`src/rtl/cpu_pkg.sv`:
```
// -----------------------------------------------------------------------------
// cpu_pkg
// Shared definitions for the soft processor decode path.
//   - Opcode encodings (OP_ADD .. OP_NOP).
//   - Instruction field positions.
//   - The ID/EX bundle struct.
//   - Register-read decode helpers (reads_rs / reads_rt / reads_rd) and an
//     opcode legality check. The forwarding unit reuses the read helpers.
// -----------------------------------------------------------------------------
package cpu_pkg;

    // Opcode encodings
    localparam logic [3:0] OP_ADD  = 4'h0;
    localparam logic [3:0] OP_SUB  = 4'h1;
    localparam logic [3:0] OP_AND  = 4'h2;
    localparam logic [3:0] OP_OR   = 4'h3;
    localparam logic [3:0] OP_ADDI = 4'h4;
    localparam logic [3:0] OP_LDR  = 4'h5;
    localparam logic [3:0] OP_STR  = 4'h6;
    localparam logic [3:0] OP_B    = 4'h8;
    localparam logic [3:0] OP_NOP  = 4'hF;

    // Field positions inside the 32-bit instruction word
    localparam int OPC_MSB   = 31;
    localparam int OPC_LSB   = 28;
    localparam int RD_MSB    = 27;
    localparam int RD_LSB    = 24;
    localparam int RS_MSB    = 23;
    localparam int RS_LSB    = 20;
    localparam int RT_MSB    = 19;
    localparam int RT_LSB    = 16;
    localparam int IMM16_MSB = 15;
    localparam int IMM24_MSB = 23;

    // Decoded bundle held in the ID/EX register
    typedef struct packed {
        logic [3:0]  opcode;
        logic [3:0]  rd;
        logic [3:0]  rs;
        logic [3:0]  rt;
        logic [31:0] imm;
        logic        sel_ext;
        logic        reg_we;
        logic        mem_rd;
        logic        mem_wr;
        logic        branch;
    } idex_t;

    function automatic logic is_legal(input logic [3:0] op);
        case (op)
            OP_ADD, OP_SUB, OP_AND, OP_OR,
            OP_ADDI, OP_LDR, OP_STR, OP_B, OP_NOP: is_legal = 1'b1;
            default:                               is_legal = 1'b0;
        endcase
    endfunction

    // Undefined opcodes decode as NOP, so they read nothing.
    function automatic logic reads_rs(input logic [3:0] op);
        case (op)
            OP_ADD, OP_SUB, OP_AND, OP_OR,
            OP_ADDI, OP_LDR, OP_STR: reads_rs = 1'b1;
            default:                 reads_rs = 1'b0;
        endcase
    endfunction

    function automatic logic reads_rt(input logic [3:0] op);
        case (op)
            OP_ADD, OP_SUB, OP_AND, OP_OR: reads_rt = 1'b1;
            default:                       reads_rt = 1'b0;
        endcase
    endfunction

    // STR reads rd as the store-data source.
    function automatic logic reads_rd(input logic [3:0] op);
        reads_rd = (op == OP_STR);
    endfunction

endpackage

```
`src/rtl/immExt.sv`:
```
// -----------------------------------------------------------------------------
// immExt
// Immediate extender. Zero-extends either the 24-bit or the 16-bit immediate
// to 32 bits.
// Ports:
//   imm16_i   [15:0]  short immediate (I-type)
//   imm24_i   [23:0]  long immediate (B-type)
//   sel_ext_i         1 selects imm24, 0 selects imm16
//   imm_o     [31:0]  zero-extended immediate
// -----------------------------------------------------------------------------
module immExt (
    input  logic [15:0] imm16_i,
    input  logic [23:0] imm24_i,
    input  logic        sel_ext_i,
    output logic [31:0] imm_o
);

    assign imm_o = sel_ext_i ? {8'b0, imm24_i} : {16'b0, imm16_i};

endmodule

```
`src/rtl/decode_stage.sv`:
```
// -----------------------------------------------------------------------------
// decode_stage
// Instruction decode stage: slices the fetched instruction, decodes control
// bits, extends the immediate and registers the bundle into ID/EX. Inserts a
// one-cycle bubble on a load-use hazard and honours flushes.
//
// Handshake: a transfer on either side occurs on a rising edge where the
// producer's valid and the consumer's ready are both high. if_ready is a
// function of ID/EX state, ex_ready, flush and if_instr only -- never of
// if_valid. Fetch holds if_instr stable while if_valid & ~if_ready.
//
// Ports:
//   clk, rst                 clock, synchronous active-high reset
//   if_valid/if_instr        instruction offered by fetch
//   if_ready                 decode accepts if_instr this cycle
//   ex_ready                 execute consumes ID/EX this cycle
//   flush                    kill ID/EX and the offered instruction
//   ex_valid                 ID/EX holds a real instruction
//   ex_opcode/rd/rs/rt/imm   decoded fields
//   ex_sel_ext               1 = imm24 was used, 0 = imm16
//   ex_reg_we/mem_rd/mem_wr/branch  control bits
//   illegal                  one-cycle pulse with an accepted undefined opcode
//   stall_cnt                saturating count of load-use bubbles
// -----------------------------------------------------------------------------
module decode_stage
    import cpu_pkg::*;
#(
    parameter int STALL_CNT_W = 16
) (
    input  logic                   clk,
    input  logic                   rst,
    input  logic                   if_valid,
    input  logic [31:0]            if_instr,
    output logic                   if_ready,
    input  logic                   ex_ready,
    input  logic                   flush,
    output logic                   ex_valid,
    output logic [3:0]             ex_opcode,
    output logic [3:0]             ex_rd,
    output logic [3:0]             ex_rs,
    output logic [3:0]             ex_rt,
    output logic [31:0]            ex_imm,
    output logic                   ex_sel_ext,
    output logic                   ex_reg_we,
    output logic                   ex_mem_rd,
    output logic                   ex_mem_wr,
    output logic                   ex_branch,
    output logic                   illegal,
    output logic [STALL_CNT_W-1:0] stall_cnt
);

    // ---------------------------------------------------------------------
    // Field slicing
    // ---------------------------------------------------------------------
    logic [3:0]  op_w;
    logic [3:0]  rd_w;
    logic [3:0]  rs_w;
    logic [3:0]  rt_w;
    logic [15:0] imm16_w;
    logic [23:0] imm24_w;

    assign op_w    = if_instr[OPC_MSB:OPC_LSB];
    assign rd_w    = if_instr[RD_MSB:RD_LSB];
    assign rs_w    = if_instr[RS_MSB:RS_LSB];
    assign rt_w    = if_instr[RT_MSB:RT_LSB];
    assign imm16_w = if_instr[IMM16_MSB:0];
    assign imm24_w = if_instr[IMM24_MSB:0];

    // ---------------------------------------------------------------------
    // Control decode
    // ---------------------------------------------------------------------
    logic        sel_ext_w;
    logic        reg_we_w;
    logic        mem_rd_w;
    logic        mem_wr_w;
    logic        branch_w;
    logic        illegal_w;
    logic [31:0] imm_w;

    always_comb begin
        sel_ext_w = 1'b0;
        reg_we_w  = 1'b0;
        mem_rd_w  = 1'b0;
        mem_wr_w  = 1'b0;
        branch_w  = 1'b0;
        case (op_w)
            OP_ADD, OP_SUB, OP_AND, OP_OR: reg_we_w = 1'b1;
            OP_ADDI:                       reg_we_w = 1'b1;
            OP_LDR: begin
                reg_we_w = 1'b1;
                mem_rd_w = 1'b1;
            end
            OP_STR:                        mem_wr_w = 1'b1;
            OP_B: begin
                sel_ext_w = 1'b1;
                branch_w  = 1'b1;
            end
            default: ;                     // NOP and undefined: all zero
        endcase
    end

    assign illegal_w = ~is_legal(op_w);

    immExt u_imm_ext (
        .imm16_i   (imm16_w),
        .imm24_i   (imm24_w),
        .sel_ext_i (sel_ext_w),
        .imm_o     (imm_w)
    );

    idex_t dec_w;

    always_comb begin
        dec_w         = '0;
        dec_w.opcode  = op_w;
        dec_w.rd      = rd_w;
        dec_w.rs      = rs_w;
        dec_w.rt      = rt_w;
        dec_w.imm     = imm_w;
        dec_w.sel_ext = sel_ext_w;
        dec_w.reg_we  = reg_we_w;
        dec_w.mem_rd  = mem_rd_w;
        dec_w.mem_wr  = mem_wr_w;
        dec_w.branch  = branch_w;
    end

    // ---------------------------------------------------------------------
    // ID/EX register state
    // ---------------------------------------------------------------------
    idex_t                  idex_q;
    logic                   valid_q;
    logic                   illegal_q;
    logic [STALL_CNT_W-1:0] stall_cnt_q;

    // ---------------------------------------------------------------------
    // Hazard / advance
    // ---------------------------------------------------------------------
    logic adv_w;
    logic uses_ex_rd_w;
    logic hazard_w;
    logic xfer_w;

    assign adv_w = ~valid_q | ex_ready;

    // Only fields the incoming instruction actually reads can collide with
    // the load destination; the offered word is examined regardless of
    // if_valid so that if_ready stays independent of if_valid.
    assign uses_ex_rd_w = (reads_rs(op_w) && (rs_w == idex_q.rd))
                        | (reads_rt(op_w) && (rt_w == idex_q.rd))
                        | (reads_rd(op_w) && (rd_w == idex_q.rd));

    assign hazard_w = valid_q && (idex_q.opcode == OP_LDR) && uses_ex_rd_w;
    assign if_ready = adv_w & ~hazard_w & ~flush;
    assign xfer_w   = if_valid & if_ready;

    always_ff @(posedge clk) begin
        if (rst) begin
            idex_q      <= '0;
            valid_q     <= 1'b0;
            illegal_q   <= 1'b0;
            stall_cnt_q <= '0;
        end else if (flush) begin
            valid_q   <= 1'b0;
            illegal_q <= 1'b0;
        end else if (adv_w && xfer_w) begin
            idex_q    <= dec_w;
            valid_q   <= 1'b1;
            illegal_q <= illegal_w;
        end else if (adv_w) begin
            // Bubble: payload is left as-is, only the valid bit drops.
            valid_q   <= 1'b0;
            illegal_q <= 1'b0;
            if (hazard_w && if_valid && (stall_cnt_q != '1)) begin
                stall_cnt_q <= stall_cnt_q + STALL_CNT_W'(1);
            end
        end else begin
            // Held by execute; illegal is a single-cycle pulse.
            illegal_q <= 1'b0;
        end
    end

    assign ex_valid   = valid_q;
    assign ex_opcode  = idex_q.opcode;
    assign ex_rd      = idex_q.rd;
    assign ex_rs      = idex_q.rs;
    assign ex_rt      = idex_q.rt;
    assign ex_imm     = idex_q.imm;
    assign ex_sel_ext = idex_q.sel_ext;
    assign ex_reg_we  = idex_q.reg_we;
    assign ex_mem_rd  = idex_q.mem_rd;
    assign ex_mem_wr  = idex_q.mem_wr;
    assign ex_branch  = idex_q.branch;
    assign illegal    = illegal_q;
    assign stall_cnt  = stall_cnt_q;

endmodule

```
`config.mk`:
```
export PLATFORM = sky130hd
export DESIGN_NAME = decode_stage
export DESIGN_NICKNAME = d
export VERILOG_FILES = /design/src/rtl/cpu_pkg.sv /design/src/rtl/immExt.sv /design/src/rtl/decode_stage.sv
export SDC_FILE = /design/constraint.sdc
export NUM_CORES = 1
export LEC_CHECK = 0
export ABC_AREA = 1
export BUFFER_PORTS_ARGS = -buffer_cell sky130_fd_sc_hd__buf_2
export CORE_MARGIN = 5
export CORE_UTILIZATION = 43
export CTS_CLUSTER_DIAMETER = 40
export DETAILED_ROUTE_END_ITERATION = 10
export PLACE_DENSITY = 0.72
export SETUP_SLACK_MARGIN = 0.5
export SLEW_MARGIN = 20
export SYNTH_ARGS = -nofsm -noshare
export SYNTH_HDL_FRONTEND = slang
export SYNTH_HIERARCHICAL = 1
export SYNTH_SLANG_ARGS = --single-unit
```
`constraint.sdc`:
```
create_clock -name clk -period 1.6 [get_ports clk]
set_clock_uncertainty 0.1 [all_clocks]
set_input_delay 0.24 -clock clk [delete_from_list [all_inputs] [get_ports clk]]
set_output_delay 0.24 -clock clk [all_outputs]
set_load 0.05 [all_outputs]
```
==> key figures <==
Power
  – Leak: 2.773 nW
  – VDD IR max: around 0.53 mV
  – Pwr dens: 707.0 nW/um2
  – Final Total Pwr: 0.004346 W

Setup path
  – CP Launch Type: flop
  – Worst-path fanout max: 16
  – CP Data Arrival Time: 2.16 ns
  – Slowest stage delay, CP: a little over 0.4 ns
  – Largest delay share family, worst path: buffers and inverters
  – Crit path buffers/inverters: 4
  – Critical Path End Type: flop
  – Worst Path Class, Setup: flop to flop
  – Crit-path cells: xor2_2, nor2_2, nand2_1, nand3_2, nand2_2, buf_6, nand3_4, buf_12, inv_6, buf_12, nand2_1, a21oi_1
  – CP max-delay cell: dfxtp_4
  – Worst Path Required: 1.74 ns

Run status
  – Failing checks: setup timing
  – Status: finished, violations left

Timing
  – Relative slew margins: 49.14%
  – Final hold violation count: 0
  – Fin. max-slew vios: 0
  – Fin crit share: 126.0%
  – Tightest Pin Transition: around 0.76 ns
  – Final worst setup slack: -0.4158 ns
  – Final setup vio count: 71
  – Final Critical Period: 2.016 ns
  – Max Fclk: 0.4961 GHz
  – Unrepaired setup endpoints after global routing: true

Layout
  – Ant. Diodes: 0
  – Non-filler cells, final: 778
  – Util after Layout: 79.14%
  – Area Growth Syn to Fin: 78.72%
  – Layout cell share with drive strength beyond 1: 53.99%
  – Area of all placed cells without fillers: 6147 um2
  – Net count, final: 709

Floorplanning
  – Die height: 99.44 um
  – Die area: between 9000 and 10000 um2
  – Initial Util: 44.28%
  – CORE AREA: ~7800 um2
  – FP Rows: 32
  – Die width: 99.44 um
  – # IOs: 109

Place
  – Final HPWL DP: 6832 um
  – Area of placed instances: 4453 um2
  – Placed insts: between 700 and 800
  – PortBufs: 108
  – Gp weighted congestion: between 0.8 and 0.9
  – Place WS: -0.2450 ns

Logic synthesis
  – Synth area leaders: dfxtp_1 41%, nand2_1 19%, a21oi_1 9.9%, inv_1 3.8%, nand3_1 3.6%
  – Post-synth EDFFs: 0
  – Most numerous cell in the Yosys netlist: nand2_1
  – Compound-cell area share of the yosys netlist: 12.66%
  – Sequential fraction of the synthesis area: 40.74%
  – Syn_area_per_cell: 6.963 um2
  – Post-synth top cells: 174 x nand2_1, 70 x dfxtp_1, 68 x a21oi_1
  – Largest family of logic cells by synthesized area: simple AND/OR/NAND/NOR gates
  – Cell count after synthesis: 494
  – Mux cell area share after synthesis: 0%
  – XOR/XNOR Fraction of Synth Area: 4.329%
  – Ys async rst share: 0%
  – Netlist cell types: 35
  – Area leader, netlist: dfxtp_1
  – Synth Flop Type: dfxtp_1
  – Post-synthesis adder-cell area fraction: less than 1%
  – Seq cells post-synth: 70
  – Synth Area in Simple Gates: 30.34%
  – YS warnings: 6
  – Cell area after synthesis: 3440 um2
  – Synth top area share: roughly two fifths

Detailed routing
  – DR vias/cell: slightly above 5
  – Max Used Layer: met4
  – Via Count: about 3900
  – Routed wire length per instance: ~15 um
  – Wl on met1: 4779 um
  – Iter 0 DRT Violations: 149
  – Detailed Route WL: 11930 um
  – Post-DRT Antenna Nets: 0
  – Residual DRC: 0
  – First-pass detailed-route iteration total: 4
  – Met2 WL: 6243 um
  – DR WL met3: 644 um

Clocking
  – Clk sinks: 70
  – CTS tree: built
  – Clock Pin Slew Worst Setup and Hold Paths: 0.09 ns
  – CTS H-tree lvls: 3
  – Max clock buf depth: 2
  – Total CTS buffers: 9
  – Worst-Skew Late Latency: 0.35 ns
  – Clk root buf: clkbuf_8
  – # hold bufs at CTS: 0

GRT
  – First-pass GRT wire length: 17800 um
  – Initial antenna violation count: 0
  – Number of global-route vias before repair: 3831
  – Remaining global-route overflow: 0
  – GRT Overall Usage: 21.86%
  – Largest net degree at the start of global routing: 35

Hold path
  – Worst Hold Class: primary input to flop

Job
  – Max-Cap Viols: 0
[worst min-delay path, delay by kind of cell]
| family | cells | cell delay (ns) |
|---|---|---|
| compound gates | 1 | 0.05 |
| buf+inv | 2 | 0.20 |
[repair_timing]
action / 4_1_cts / 5_1_grt
gates resized for setup: 292 / 80
endpoints found under the setup margin: 142 / 142
setup buffers: 16 / 16
pin swaps: 21 / 11
endpoints found under the hold margin: 0 / 0
gates cloned: 2 / 2
[layout by cell type (no fill, tap or decap), types with 13 or more instances in the layout]
cell	synthesis	final
a21oi_1	68	49
a21oi_2	0	19
buf_2	8	36
buf_4	11	59
buf_8	0	72
dfxtp_2	0	46
dfxtp_4	0	24
inv_1	35	33
nand2_1	174	165
nand2_2	8	15
nand3_1	25	14
nand3_2	2	13
[sequential cells by signal, summed over array words and instances, names as in the netlist]
name / count
ex_mem_rd: 1
ex_rt: 4
ex_imm: 32
ex_opcode: 4
ex_reg_we: 1
ex_rd: 4
ex_valid: 1
ex_branch: 1
ex_rs: 4
illegal: 1
stall_cnt: 16
ex_mem_wr: 1
[cell families after synthesis]
logic type | Yosys count
AO/OA/AOI/OAI | 86
flip-flops | 70
other | 1
adder cells (fa/ha/maj) | 1
XOR/XNOR | 17
buffers and inverters | 75
AND/OR/NAND/NOR | 244
[per-layer routing]
| layer | vias to the layer above | GRT usage [%] |
|---|---|---|
| met1 | 1856 | 25.74 |
| met2 | 128 | 38.79 |
| met4 | 0 | 5.987 |
| met3 | 23 | 6.171 |
| met5 | - | 0 |
| li1 | 1912 | - |
[power breakdown]
group	internal, W	switching (W)	total (W)	leakage, nW
Sequential	0.00179	0.0000685	0.00185	0.609
Combinational	0.000466	0.000580	0.00105	2.06
Clock	0.000678	0.000769	0.00145	0.0994
Total	0.00293	0.00142	0.00435	2.77
[final timing paths]
| kind | from | to | slack, ns | depth (start not counted) |
|---|---|---|---|---|
| max reg2reg | ex_rd[2] | ex_imm[0] | -0.42 | 12 |
| max | ex_rd[2] | ex_imm[0] | -0.42 | 12 |
| min reg2reg | ex_imm[9] | ex_imm[9] | 0.38 | 2 |
| min | if_instr[23] | ex_rs[3] | 0.09 | 3 |
[stage by stage]
stage / hold slack [ns] / TNS [ns]
5_1_grt: 0.09174 / -28.38
4_1_cts: 0.05583 / -16.57
6_report: 0.08546 / -19.70
2_1_floorplan: 0.2023 / -1.809
3_3_place_gp: 0.3491 / -8.908
3_5_place_dp: 0.3543 / -12.79
[layout make-up]
class,count,area [um2]
Timing Repair Buffer,191,2131
Inverter,42,180.2
Multi-Input combinational cell,357,1962
Fill cell,489,1620
Clock inverter,6,48.80
Clock buffer,10,148.9
Tap cell,102,127.6
Sequential cell,70,1549
No activity file was read; power rests on OpenSTA's default activity.
